--- config.mk ---
export PLATFORM = sky130hd
export DESIGN_NAME = sigma_delta_dac
export DESIGN_NICKNAME = d
export VERILOG_FILES = /design/src/rtl/sd_dac_pkg.sv /design/src/rtl/sd_lfsr.sv /design/src/rtl/sigma_delta_dac.sv
export SDC_FILE = /design/constraint.sdc
export NUM_CORES = 1
export LEC_CHECK = 0
export CAP_MARGIN = 20
export CORE_ASPECT_RATIO = 0.9
export CORE_MARGIN = 8
export CORE_UTILIZATION = 50
export CTS_BUF_LIST = sky130_fd_sc_hd__clkbuf_4
export CTS_CLUSTER_SIZE = 10
export DETAILED_ROUTE_END_ITERATION = 10
export PLACE_DENSITY = 0.71
export SLEW_MARGIN = 20
export SYNTH_ARGS = -nofsm -noshare
export SYNTH_HDL_FRONTEND = slang
export SYNTH_SLANG_ARGS = --single-unit
--- constraint.sdc ---
create_clock -name clk -period 5.6 [get_ports clk]
set_clock_uncertainty 0.2 [all_clocks]
set_input_delay 1.68 -clock clk [delete_from_list [all_inputs] [get_ports clk]]
set_output_delay 1.68 -clock clk [all_outputs]
set_load 0.02 [all_outputs]
--- src/rtl/sd_dac_pkg.sv ---
// Shared constants and types for the sigma-delta DAC output stage.
// Holds the LFSR seed, its tap mask and the next-state helper.
package sd_dac_pkg;

  localparam logic [15:0] LFSR_SEED = 16'hACE1;
  // Feedback taps 16,14,13,11 (1-based), i.e. bits 15,13,12,10
  localparam logic [15:0] LFSR_TAPS = 16'hB400;

  typedef logic [15:0] sample_t;
  typedef logic [5:0]  dac_code_t;

  function automatic logic [15:0] lfsr_next(input logic [15:0] q);
    return {q[14:0], ^(q & LFSR_TAPS)};
  endfunction

endpackage

--- src/rtl/sd_lfsr.sv ---
// 16-bit Fibonacci LFSR used as the dither source of sigma_delta_dac.
// Advances every clk and restarts from LFSR_SEED on reset.
module sd_lfsr
  import sd_dac_pkg::*;
(
  input  logic        clk,
  input  logic        reset_n,
  output logic [15:0] q
);

  always_ff @(posedge clk or negedge reset_n) begin
    if (!reset_n) begin
      q <= LFSR_SEED;
    end else begin
      q <= lfsr_next(q);
    end
  end

endmodule

--- src/rtl/sigma_delta_dac.sv ---
// Sample-rate hold stage plus first-order error-feedback quantizer for a 6-bit R2R DAC.
// Define SD_DITHER_EN to add LFSR dither on the low residual bits.
module sigma_delta_dac
  import sd_dac_pkg::*;
#(
  parameter int IN_WIDTH    = 16,
  parameter int OUT_BITS    = 6,
  parameter int SAMPLE_DIV  = 50,
  parameter int DITHER_BITS = 4
) (
  input  logic                clk,
  input  logic                reset_n,
  input  logic [IN_WIDTH-1:0] sample_in,
  input  logic                sample_valid,
  output logic                sample_ready,
  input  logic                underrun_clr,
  output logic [OUT_BITS-1:0] dac_out,
  output logic                sample_tick,
  output logic                underrun
);

  localparam int RW    = IN_WIDTH - OUT_BITS;
  localparam int DIV_W = $clog2(SAMPLE_DIV);
  localparam logic [DIV_W-1:0] DIV_RELOAD = DIV_W'(SAMPLE_DIV - 1);

  logic [DIV_W-1:0]    div_cnt;
  logic [IN_WIDTH-1:0] pending, pending_d;
  logic                pending_full, pending_full_d;
  logic [IN_WIDTH-1:0] hold, hold_d;
  logic [RW-1:0]       err, err_d;
  logic [OUT_BITS-1:0] dac_d;
  logic                underrun_d;
  logic                tick, transfer;
  logic [IN_WIDTH:0]   sum;
  logic [DITHER_BITS-1:0] dither_lsbs;

`ifdef SD_DITHER_EN
  logic [15:0] lfsr_q;

  sd_lfsr u_lfsr (
    .clk     (clk),
    .reset_n (reset_n),
    .q       (lfsr_q)
  );

  assign dither_lsbs = lfsr_q[DITHER_BITS-1:0];
`else
  assign dither_lsbs = '0;
`endif

  // Handshake: a sample moves when sample_valid && sample_ready at a rising clk edge;
  // sample_ready is a registered !pending_full, so it is low in reset and the cycle after.
  always_comb begin
    transfer       = sample_valid && sample_ready;
    tick           = (div_cnt == '0);
    pending_d      = pending;
    pending_full_d = pending_full;
    hold_d         = hold;
    underrun_d     = underrun_clr ? 1'b0 : underrun;
    if (tick) begin
      if (pending_full) begin
        hold_d         = pending;
        pending_full_d = transfer;
        if (transfer) begin
          pending_d = sample_in;
        end
      end else if (transfer) begin
        hold_d = sample_in;
      end else begin
        underrun_d = 1'b1;
      end
    end else if (transfer) begin
      pending_d      = sample_in;
      pending_full_d = 1'b1;
    end
  end

  // Carry out of the sum would wrap the code to 0; clamp instead and keep the old error.
  always_comb begin
    sum = {1'b0, hold}
        + {{(OUT_BITS + 1){1'b0}}, err}
        + {{(IN_WIDTH + 1 - DITHER_BITS){1'b0}}, dither_lsbs};
    if (sum[IN_WIDTH]) begin
      dac_d = '1;
      err_d = err;
    end else begin
      dac_d = sum[IN_WIDTH-1:RW];
      err_d = sum[RW-1:0];
    end
  end

  always_ff @(posedge clk or negedge reset_n) begin
    if (!reset_n) begin
      div_cnt      <= DIV_RELOAD;
      pending      <= '0;
      pending_full <= 1'b0;
      sample_ready <= 1'b0;
      hold         <= '0;
      err          <= '0;
      dac_out      <= '0;
      sample_tick  <= 1'b0;
      underrun     <= 1'b0;
    end else begin
      div_cnt      <= tick ? DIV_RELOAD : div_cnt - 1'b1;
      pending      <= pending_d;
      pending_full <= pending_full_d;
      sample_ready <= !pending_full_d;
      hold         <= hold_d;
      err          <= err_d;
      dac_out      <= dac_d;
      sample_tick  <= tick;
      underrun     <= underrun_d;
    end
  end

endmodule

==> results of run 1 <==
[metrics by stage]
stage | total power [mW] | cell area, um^2 | util [%] | instances | worst slack (ns)
detailed placement | 0.596 | 3270 | 57.1 | 351 | 1.89
global placement | 0.592 | 3270 | 57.1 | 351 | 1.97
CTS | 0.936 | 3430 | 59.9 | 367 | 2.24
floorplan | 0.555 | 2990 | - | 264 | 2.90
global route | 0.968 | 3430 | 59.9 | 367 | 2.09
finish | 0.921 | 3430 | 59.9 | 367 | 2.28
[cell usage in the layout, fill, tap and decap left out, drive strengths merged, types with 2 or more instances in the layout]
cell	synthesis	layout
a31oi	6	6
a211oi	2	2
and2	4	4
a21o	3	3
dfstp	3	3
o21ai	8	8
or3	3	3
bufinv	0	2
inv	8	8
nor2	28	28
nand2	9	9
mux2	23	23
and4	2	2
clkinv	0	3
o2111ai	3	3
clkdlybuf4s50	0	27
buf	12	2
nor3	6	6
and3	4	4
ha	12	12
nand3	7	7
clkbuf	0	10
a21oi	25	25
mux2i	16	16
o211ai	2	2
xnor2	8	8
o31ai	2	2
dfrtp	55	55
[area by class of cell]
cell class                 instances  share of cell area [%]
timing repair buffer              29                    8.25
multi-input combinational        186                    41.3
inverter                           8                   0.876
clock inverter                     6                    2.41
tap                               70                    2.56
sequential                        58                    42.5
clock buffer                      10                    2.19
[logic make-up after synthesis]
logic type                 after synthesis  synth area share [%]
AOI/OAI and AO/OA                       57                  12.7
and+or+nand+nor                         68                  12.0
xor gates and xnor gates                 9                  2.64
adders and majority gates               13                  5.70
DFF                                     58                  48.7
buffers and inverters                   20                  3.94
muxes                                   39                  14.3
[power groups by stage]
| stage | combinational, mW | clock, mW | sequential (mW) |
|---|---|---|---|
| after floorplan | 0.0693 | 0 | 0.486 |
| after global placement | 0.0977 | 0 | 0.494 |
| after detailed placement | 0.0997 | 0 | 0.497 |
| after CTS | 0.100 | 0.348 | 0.488 |
| after global routing | 0.109 | 0.366 | 0.493 |
| final | 0.0974 | 0.336 | 0.487 |
[layer usage]
layer | up-vias | wire length [um] | track usage [%] | share of wire, %
li1 | 1006 | - | - | -
met1 | 950 | 2590 | 16.2 | 49
met2 | 45 | 2430 | 20.1 | 46
met3 | 2 | 270 | 5.56 | 5.1
met4 | 0 | 38 | 4.53 | 0.71
met5 | - | 0 | 0 | 0
[final timing paths]
kind                                         from                   end  slack (ns)  depth (start not counted)
setup / recovery           sample_ready$_DFF_PN0_          sample_ready        2.28                          1
max in group asynchronous                 reset_n   hold[1]$_DFFE_PN0P_        3.49                          2
setup reg to reg              hold[0]$_DFFE_PN0P_    err[4]$_DFFE_PN0N_        2.92                          7
hold reg to reg              div_cnt[0]$_DFF_PN1_  div_cnt[0]$_DFF_PN1_        0.27                          1
min in group asynchronous                 reset_n    err[0]$_DFFE_PN0N_        1.19                          2
hold / removal               div_cnt[0]$_DFF_PN1_  div_cnt[0]$_DFF_PN1_        0.27                          1
[flip-flops by register name (all words and copies together), names as in the netlist, 6 cells and up]
| register | flops |
|---|---|
| err | 10 |
| div_cnt | 6 |
| hold | 16 |
| dac_out | 6 |
| pending | 16 |
==> results.md, run 1 <==
- Die width: 97.5 um
- Clock slew seen by the registers of the worst setup and hold paths: 0.10 ns
- Buffers plus inverters on the worst setup path: 1
- Overall routed net length: between 5000 and 6000 um
- Hold slack: 0.272 ns
- Synth Area per Inst: 11.3 um^2
- Primary flip-flop cell chosen by synthesis mapping: sky130_fd_sc_hd__dfrtp_1
- Switch Pwr: 0.216 mW
- Area grow syn2layout: 14.7%
- Power density over the cells: around 270 mW/mm^2
- Count of pins over their slew limit: 0
- H-tree lvl count: 3
- Fraction of final layout cells with drive strength greater than 1: 15.5%
- Largest fanout on the critical path: 3
- Status: completed
- Actual slew at the worst max-slew pin: 1.03 ns
- Floorplan row count: 26
- Top cell family by delay on the critical path: buffers and inverters
- Number of nets still failing antenna checks after routing: 0
- Net count of the mapped netlist: 297
- Routed via count: 2003
- Portion of the post-synthesis area used by sequential elements: 48.7%
- Register bit total from synthesis: 58
- Vias in the first global route: 1960
- First-pass GRT wire length: 9120 um
- Area of the die: 0.00871 mm^2
- Cell internal power dissipation: 0.705 mW
- Reg power frac: a little over half
- Routed WL per cell: 14.5 um
- Combined global-route utilization of all metal layers: 13.1%
- Fill cell total of the finished layout: 488
- Combined area of all synthesized cells: 0.00299 mm^2
- Number of sinks driven by the clock tree: 58
- Count of buffers from port buffering: 28
- Slowest-stage cell, CP: sky130_fd_sc_hd__clkdlybuf4s50_1
- Worst EP arrival: 1.44 ns
- CTS Buf Count: 9
- CP max stage delay: about 0.63 ns
- Worst Setup Path Type: reg -> out
- Unique masters post-synth: 52
- Violation count after the first detailed-route iteration: 87
- Crit path required time: 3.72 ns
- Cell accounting for the most synthesized area: sky130_fd_sc_hd__dfrtp_1
- Placer's final routability congestion estimate: 0.781
- Switching share of total power: between 20% and 30%
- DR DRC count: 0
- # resized after CTS: 0
- Static leakage: around 1.7 nW
- Total gr overflow: 0
- CTS root buffer: sky130_fd_sc_hd__clkbuf_4
- TritonCTS clock tree: built
- Area taken by flip-flops and latches: 0.00146 mm^2
- Startpoint type of the worst setup path: flop
- Detailed-placement wirelength estimate: 3830 um
- Post-CTS setup repair buffer count: 0
- Final critical-path required period: around 3.3 ns
- Total core area: 0.00573 mm^2
- Worst slew margin relative to its limit: 31.4%
- Synthesized instance count: about 260
- Num ports: 29
- Leading cell types by count after synthesis: sky130_fd_sc_hd__dfrtp_1, sky130_fd_sc_hd__nor2_1, sky130_fd_sc_hd__a21oi_1, sky130_fd_sc_hd__mux2i_1
- Total area of multi-input combinational cells: 0.00141 mm^2
- Count of nets after finishing: 325
- Final count of negative-setup-slack endpoints: 0
- Clock latency on the worst-skew pair: 0.40 ns
- Initial core utilization: between 50% and 60%
- Proportion of netlist area held by the largest area contributor: between 40% and 50%
- Most repeated cell in the gate-level netlist after synthesis: sky130_fd_sc_hd__dfrtp_1
- Number of buffers added to fix hold violations after cts: 0
- Class of the tightest hold or removal check: reg -> reg
- DRT Pass-1 Iters: 4
- Worst voltage drop across the vdd grid: a little under 0.2 mV
- Endpoint kind of the worst setup timing path: primary output
- Clock buffer depth: 2
- Setup repair after global routing missed its margin: no
- Final hold violation count: 0
- Accumulated negative setup slack: 0 ns
- Top achievable clock speed: 301 MHz
- Max_cap viols: 0
- EDFF count, synth: 0
- Count of antenna diodes in the layout: 0
- Antenna violations before repair: 0
- Post-synth ARST share: 100%
- Warnings from Yosys: 0
- Part of the cycle the worst path needs: 59.3%
- Pin count of the biggest net entering global routing: 59
- Power share of the combinational group: 10.6%
- Clock group share of total power: 36.5%
- Die Y: 89.3 um
- Most area-consuming cells after synthesis: sky130_fd_sc_hd__dfrtp_1, sky130_fd_sc_hd__mux2i_1, sky130_fd_sc_hd__ha_1
- Via density: 5.46
- Critical path cell sequence: clkdlybuf4s50_1
(Power assumes the default switching activity.)
==> inputs of run 2 (changes only) <==
- PLACE_DENSITY: 0.71 -> 0.74
- clock period: 5.6 -> 2.87 ns (I/O delays scaled with it)
==> run 2 against run 1 <==
  * Clock power grew 96%
  * Critical path depth grew 6
  * Non-clock buffer count grew 2
  * Via count grew 2.0%
  * Largest power group unchanged
  * Register-to-register slack lost 2.7 ns
  * First-iteration DRC count grew 5.7%
  * Total power grew 96%
  * Utilization grew 0.55 points
  * Clock-buffer cell count shrank 1
  * Worst hold slack lost 0.072 ns
  * Highest routed layer unchanged
  * Critical path type is now reg -> reg
==> results.md, run 2 (same netlist as run 1, synthesis figures left out) <==
- Routed via count: 2044
- Setup repair after global routing missed its margin: no
- Power density over the cells: 522 mW/mm^2
- Busiest layer in global routing: met2
- Worst flop-to-flop path startpoint: hold[0]$_DFFE_PN0P_
- Post-CTS setup repair buffer count: 0
- Class of the tightest hold or removal check: in -> async
- Routed WL per cell: 14.7 um
- Fraction of final layout cells with drive strength greater than 1: 15.7%
- Terminus of the critical flop-to-flop path: err[4]$_DFFE_PN0N_
- Endpoint kind of the worst setup timing path: flop
- Worst slew margin relative to its limit: 58.1%
- DR DRC count: 0
- Reg2reg setup slack: 0.19 ns
- Placed cell area: 0.00330 mm^2
- Static leakage: 1.70 nW
- Violation count after the first detailed-route iteration: 92
- Worst Setup Path Type: reg -> reg
- Hold slack: 0.200 ns
- Die Y: 89.3 um
- Area of the die: 0.00871 mm^2
- Count of pins over their slew limit: 0
- Count of placed standard cells in the final layout, fillers left out: roughly 370
- Max_cap viols: 0
- Path depth of the worst reg2reg path: 7
- Combined global-route utilization of all metal layers: 13.6%
- Clock slew seen by the registers of the worst setup and hold paths: around 0.10 ns
- Pin count of the biggest net entering global routing: 39
- DRT Pass-1 Iters: 5
- Via density: 5.54
- Clock buffer depth: 2
- Final critical-path required period: ~2.7 ns
- Initial core utilization: about 52%
- Total core area: 0.00573 mm^2
- Largest fanout on the critical path: 10
- Status: completed
- TritonCTS clock tree: built
- Met2 usage in global routing: 20.9%
- Worst EP arrival: 2.76 ns
- CTS root buffer: sky130_fd_sc_hd__clkbuf_4
- Worst Setup Slack, final: 0.191 ns
- First-pass GRT wire length: 9580 um
- Area grow syn2layout: 15.8%
- Leading cell type in the layout, fill and taps excluded: sky130_fd_sc_hd__dfrtp_1
- Number of sinks driven by the clock tree: 58
- H-tree lvl count: 3
- Leading registers by flop count: hold x16, pending x16, err x10
- Die width: 97.5 um
- Worst voltage drop across the vdd grid: 0.360 mV
- Commonest cells after routing, fill and taps aside: sky130_fd_sc_hd__dfrtp_1, sky130_fd_sc_hd__nor2_1, sky130_fd_sc_hd__clkdlybuf4s50_1
- Count of nets after finishing: around 330
- Clock latency on the worst-skew pair: 0.41 ns
- Total power of the final layout: 1.81 mW
- Global-route track usage on met1: 17.0%
- Floorplan row count: 26
- Pre-CTS worst setup slack: roughly 0.24 ns
- Startpoint type of the worst setup path: flop
- Fraction of the core area covered by cells at the end of the flow: 60.4%
- Detailed-placement wirelength estimate: 3920 um
- Final hold violation count: 0
- Overall routed net length: 5420 um
- Vias in the first global route: around 2100
- # resized after CTS: 0
- Count of buffers from port buffering: 28
- Actual slew at the worst max-slew pin: 0.626 ns
- Number of nets still failing antenna checks after routing: 0
- Num ports: 29
- Count of antenna diodes in the layout: 0
- Number of cells in the design after placement: approximately 350
- Antenna violations before repair: 0
- Total gr overflow: 0
- Part of the cycle the worst path needs: 93.3%
- Final count of negative-setup-slack endpoints: 0
- Total non-filler cell area in the finished layout: 0.00346 mm^2
- CTS Buf Count: 9
- Placer's final routability congestion estimate: 0.898
- Crit path required time: roughly 3 ns
- Number of buffers added to fix hold violations after cts: 0
- Top achievable clock speed: 373 MHz
- Global routing met3 resource utilization: under 10%
- Accumulated negative setup slack: 0 ns
run 2: changes by cell type in the layout (fill, tap and decap cells not counted), sizes merged:
cell,change
clkinv,+1
buf,+2
clkbuf,-1
run 2: how the worst max path moves through the flow:
stage / end / slack [ns] / start / cells after the start
3_3_place_gp: err[5]$_DFFE_PN0N_ / 0.32 / hold[0]$_DFFE_PN0P_ / 7
5_1_grt: err[4]$_DFFE_PN0N_ / 0.07 / hold[0]$_DFFE_PN0P_ / 7
2_1_floorplan: err[0]$_DFFE_PN0N_ / 0.42 / hold[0]$_DFFE_PN0P_ / 8
4_1_cts: err[4]$_DFFE_PN0N_ / 0.20 / hold[0]$_DFFE_PN0P_ / 7
6_report: err[4]$_DFFE_PN0N_ / 0.19 / hold[0]$_DFFE_PN0P_ / 7
3_5_place_dp: err[4]$_DFFE_PN0N_ / 0.24 / hold[0]$_DFFE_PN0P_ / 7
run 2: power breakdown:
part / switching, mW / total (mW) / internal (mW)
combinational: 0.0867 / 0.205 / 0.118
clock: 0.308 / 0.659 / 0.351
sequential: 0.0420 / 0.943 / 0.901
total: 0.436 / 1.81 / 1.37
run 2: worst max-delay path, stage by stage (launching register included):
cell                        delay [ns]
sky130_fd_sc_hd__dfrtp_1          0.40
sky130_fd_sc_hd__ha_1             0.24
sky130_fd_sc_hd__fa_1             0.42
sky130_fd_sc_hd__a21oi_2          0.22
sky130_fd_sc_hd__o2111ai_2        0.18
sky130_fd_sc_hd__a22o_1           0.37
sky130_fd_sc_hd__nand2_4          0.17
sky130_fd_sc_hd__mux2_2           0.35
run 2: cell type report:
cell class              count  area, um^2
fillers                   477        2270
flip-flops and latches     58        1460
multi-input cells         186        1410
repair buffers             31         310
clock inverters             7        93.8
well taps                  70        87.6
clock buffers               9        67.6
inverters                   8        30.0
run 2: layer usage:
layer	share of wire (%)	routed length, um
met4	1.6	85
met2	44	2410
met5	0	0
met3	4.7	257
met1	49	2670
==> inputs of run 3 (changes only) <==
- SETUP_SLACK_MARGIN: not set -> 0.2
==> run 3 against run 2 <==
  * Fmax rose by 4.7%
  * Cell count grew 0.54%
  * Die area did not move
  * Combinational power barely moved
  * Critical path depth is the same
  * Critical endpoint unchanged
  * Largest power group unchanged
==> results.md, run 3 (same netlist as run 1, synthesis figures left out) <==
- Largest fanout on the critical path: 10
- Endpoint kind of the worst setup timing path: flop
- Die Y: approximately 90 um
- Clock slew seen by the registers of the worst setup and hold paths: 0.10 ns
- Met2 usage in global routing: 20.9%
- Top achievable clock speed: between 300 and 400 MHz
- Static leakage: 1.71 nW
- Count of buffers from port buffering: 28
- CTS Buf Count: 9
- Final hold violation count: 0
- Worst voltage drop across the vdd grid: around 0.36 mV
- Total gr overflow: 0
- Count of antenna diodes in the layout: 0
- DRT Pass-1 Iters: 4
- Total non-filler cell area in the finished layout: 0.00348 mm^2
- Placed cell area: 0.00330 mm^2
- Die width: 97.5 um
- Antenna violations before repair: 0
- Clock buffer depth: 2
- Count of placed standard cells in the final layout, fillers left out: approximately 370
- Part of the cycle the worst path needs: slightly below 90%
- TritonCTS clock tree: built
- Final count of negative-setup-slack endpoints: 0
- Via density: 5.53
- Detailed-placement wirelength estimate: 3920 um
- Fill cell total of the finished layout: 475
- Global routing met3 resource utilization: 4.33%
- Busiest layer in global routing: met2
- Clock latency on the worst-skew pair: around 0.41 ns
- Commonest cells after routing, fill and taps aside: sky130_fd_sc_hd__dfrtp_1, sky130_fd_sc_hd__nor2_1, sky130_fd_sc_hd__clkdlybuf4s50_1
- Overall routed net length: 5440 um
- Max_cap viols: 0
- Worst slew margin relative to its limit: 58.1%
- CP max stage delay: between 0.4 and 0.5 ns
- Num ports: 29
- Terminus of the critical flop-to-flop path: err[4]$_DFFE_PN0N_
- Status: completed
- Area grow syn2layout: 16.6%
- CTS root buffer: sky130_fd_sc_hd__clkbuf_4
- Total power of the final layout: ~1.8 mW
- Accumulated negative setup slack: 0 ns
- Number of cells in the design after placement: 353
- Number of nets still failing antenna checks after routing: 0
- Leading registers by flop count: hold x16, pending x16, err x10
- Placer's final routability congestion estimate: 0.898
- Worst Setup Path Type: reg -> reg
- Vias in the first global route: 2124
- Crit path required time: 2.95 ns
- Worst EP arrival: ~2.6 ns
- Slowest-stage cell, CP: sky130_fd_sc_hd__fa_1
- Count of nets after finishing: 329
- H-tree lvl count: 3
- Leading cell type in the layout, fill and taps excluded: sky130_fd_sc_hd__dfrtp_1
- Area of the die: 0.00871 mm^2
- Initial core utilization: 52.2%
- Startpoint type of the worst setup path: flop
- DR DRC count: 0
- Violation count after the first detailed-route iteration: 85
- Routed WL per cell: 14.7 um
- Setup repair after global routing missed its margin: no
- Critical path cell sequence: ha_1, fa_1, a21oi_2, o2111ai_2, a22o_4, nand2_4, mux2_2
- Total core area: 0.00573 mm^2
- Actual slew at the worst max-slew pin: 0.626 ns
- Floorplan row count: 26
- Path depth of the worst reg2reg path: 7
- Routed via count: 2053
- Global-route track usage on met1: roughly 17%
- Fraction of final layout cells with drive strength greater than 1: 16.6%
- First-pass GRT wire length: around 9600 um
- Number of sinks driven by the clock tree: 58
- Combined global-route utilization of all metal layers: 13.6%
- Final critical-path required period: 2.56 ns
- Count of pins over their slew limit: 0
- Worst flop-to-flop path startpoint: hold[0]$_DFFE_PN0P_
- Pin count of the biggest net entering global routing: 39
- Class of the tightest hold or removal check: in -> async
- Power density over the cells: 519 mW/mm^2
- Reg2reg setup slack: between 0.3 and 0.4 ns
[run 3: cell count changes in the layout (fill, tap and decap cells not counted), sizes merged]
cell,delta
buf,+2
[run 3: worst max-delay path: cells and delay by family, from the launching register on]
family | cells | cell delay (ns)
mux | 1 | 0.35
simple gates | 1 | 0.12
fa+ha+maj | 2 | 0.66
flops | 1 | 0.40
compound gates | 3 | 0.70
[run 3: repair_timing]
action	4_1_cts	5_1_grt
endpoints found under the hold margin	0	0
buffers inserted	0	2
pin swaps	0	1
setup endpoints to repair	1	7
gates resized for setup	1	1
hold buffers	0	0
[run 3: through the flow]
| stage | setup slack (ns) | hold slack, ns | util, % |
|---|---|---|---|
| after CTS | 0.247 | 0.205 | 60.4 |
| after global routing | 0.205 | 0.223 | 60.8 |
| after detailed placement | 0.240 | 0.251 | 57.6 |
| after floorplan | 0.417 | 0.236 | - |
| final | 0.312 | 0.199 | 60.8 |
| after global placement | 0.319 | 0.246 | 57.6 |
[run 3: cell type report]
class | count | area, um^2 | area share (%)
clock buffer | 9 | 67.6 | 1.94
tap | 70 | 87.6 | 2.52
multi-input combinational | 186 | 1420 | 40.9
sequential | 58 | 1460 | 41.8
timing repair buffer | 33 | 325 | 9.34
clock inverter | 7 | 93.8 | 2.69
inverter | 8 | 30.0 | 0.862
[run 3: how the worst max path moves through the flow]
stage	from	end	slack, ns	depth (start not counted)
4_1_cts	hold[0]$_DFFE_PN0P_	err[4]$_DFFE_PN0N_	0.25	7
2_1_floorplan	hold[0]$_DFFE_PN0P_	err[0]$_DFFE_PN0N_	0.42	8
3_3_place_gp	hold[0]$_DFFE_PN0P_	err[5]$_DFFE_PN0N_	0.32	7
5_1_grt	hold[0]$_DFFE_PN0P_	err[4]$_DFFE_PN0N_	0.20	7
3_5_place_dp	hold[0]$_DFFE_PN0P_	err[4]$_DFFE_PN0N_	0.24	7
6_report	hold[0]$_DFFE_PN0P_	err[4]$_DFFE_PN0N_	0.31	7
[run 3: routing by layer]
metal | part of all wire [%] | vias to the layer above
met5 | 0 | -
met4 | 1.7 | 0
met3 | 5.2 | 10
met2 | 44 | 38
met1 | 49 | 993
li1 | - | 1012
[run 3: power by group]
group          leakage, nW  switching (mW)  internal (mW)
clock               0.0835           0.308          0.351
sequential           0.759          0.0422          0.901
combinational        0.872          0.0867          0.118
total                 1.71           0.437           1.37
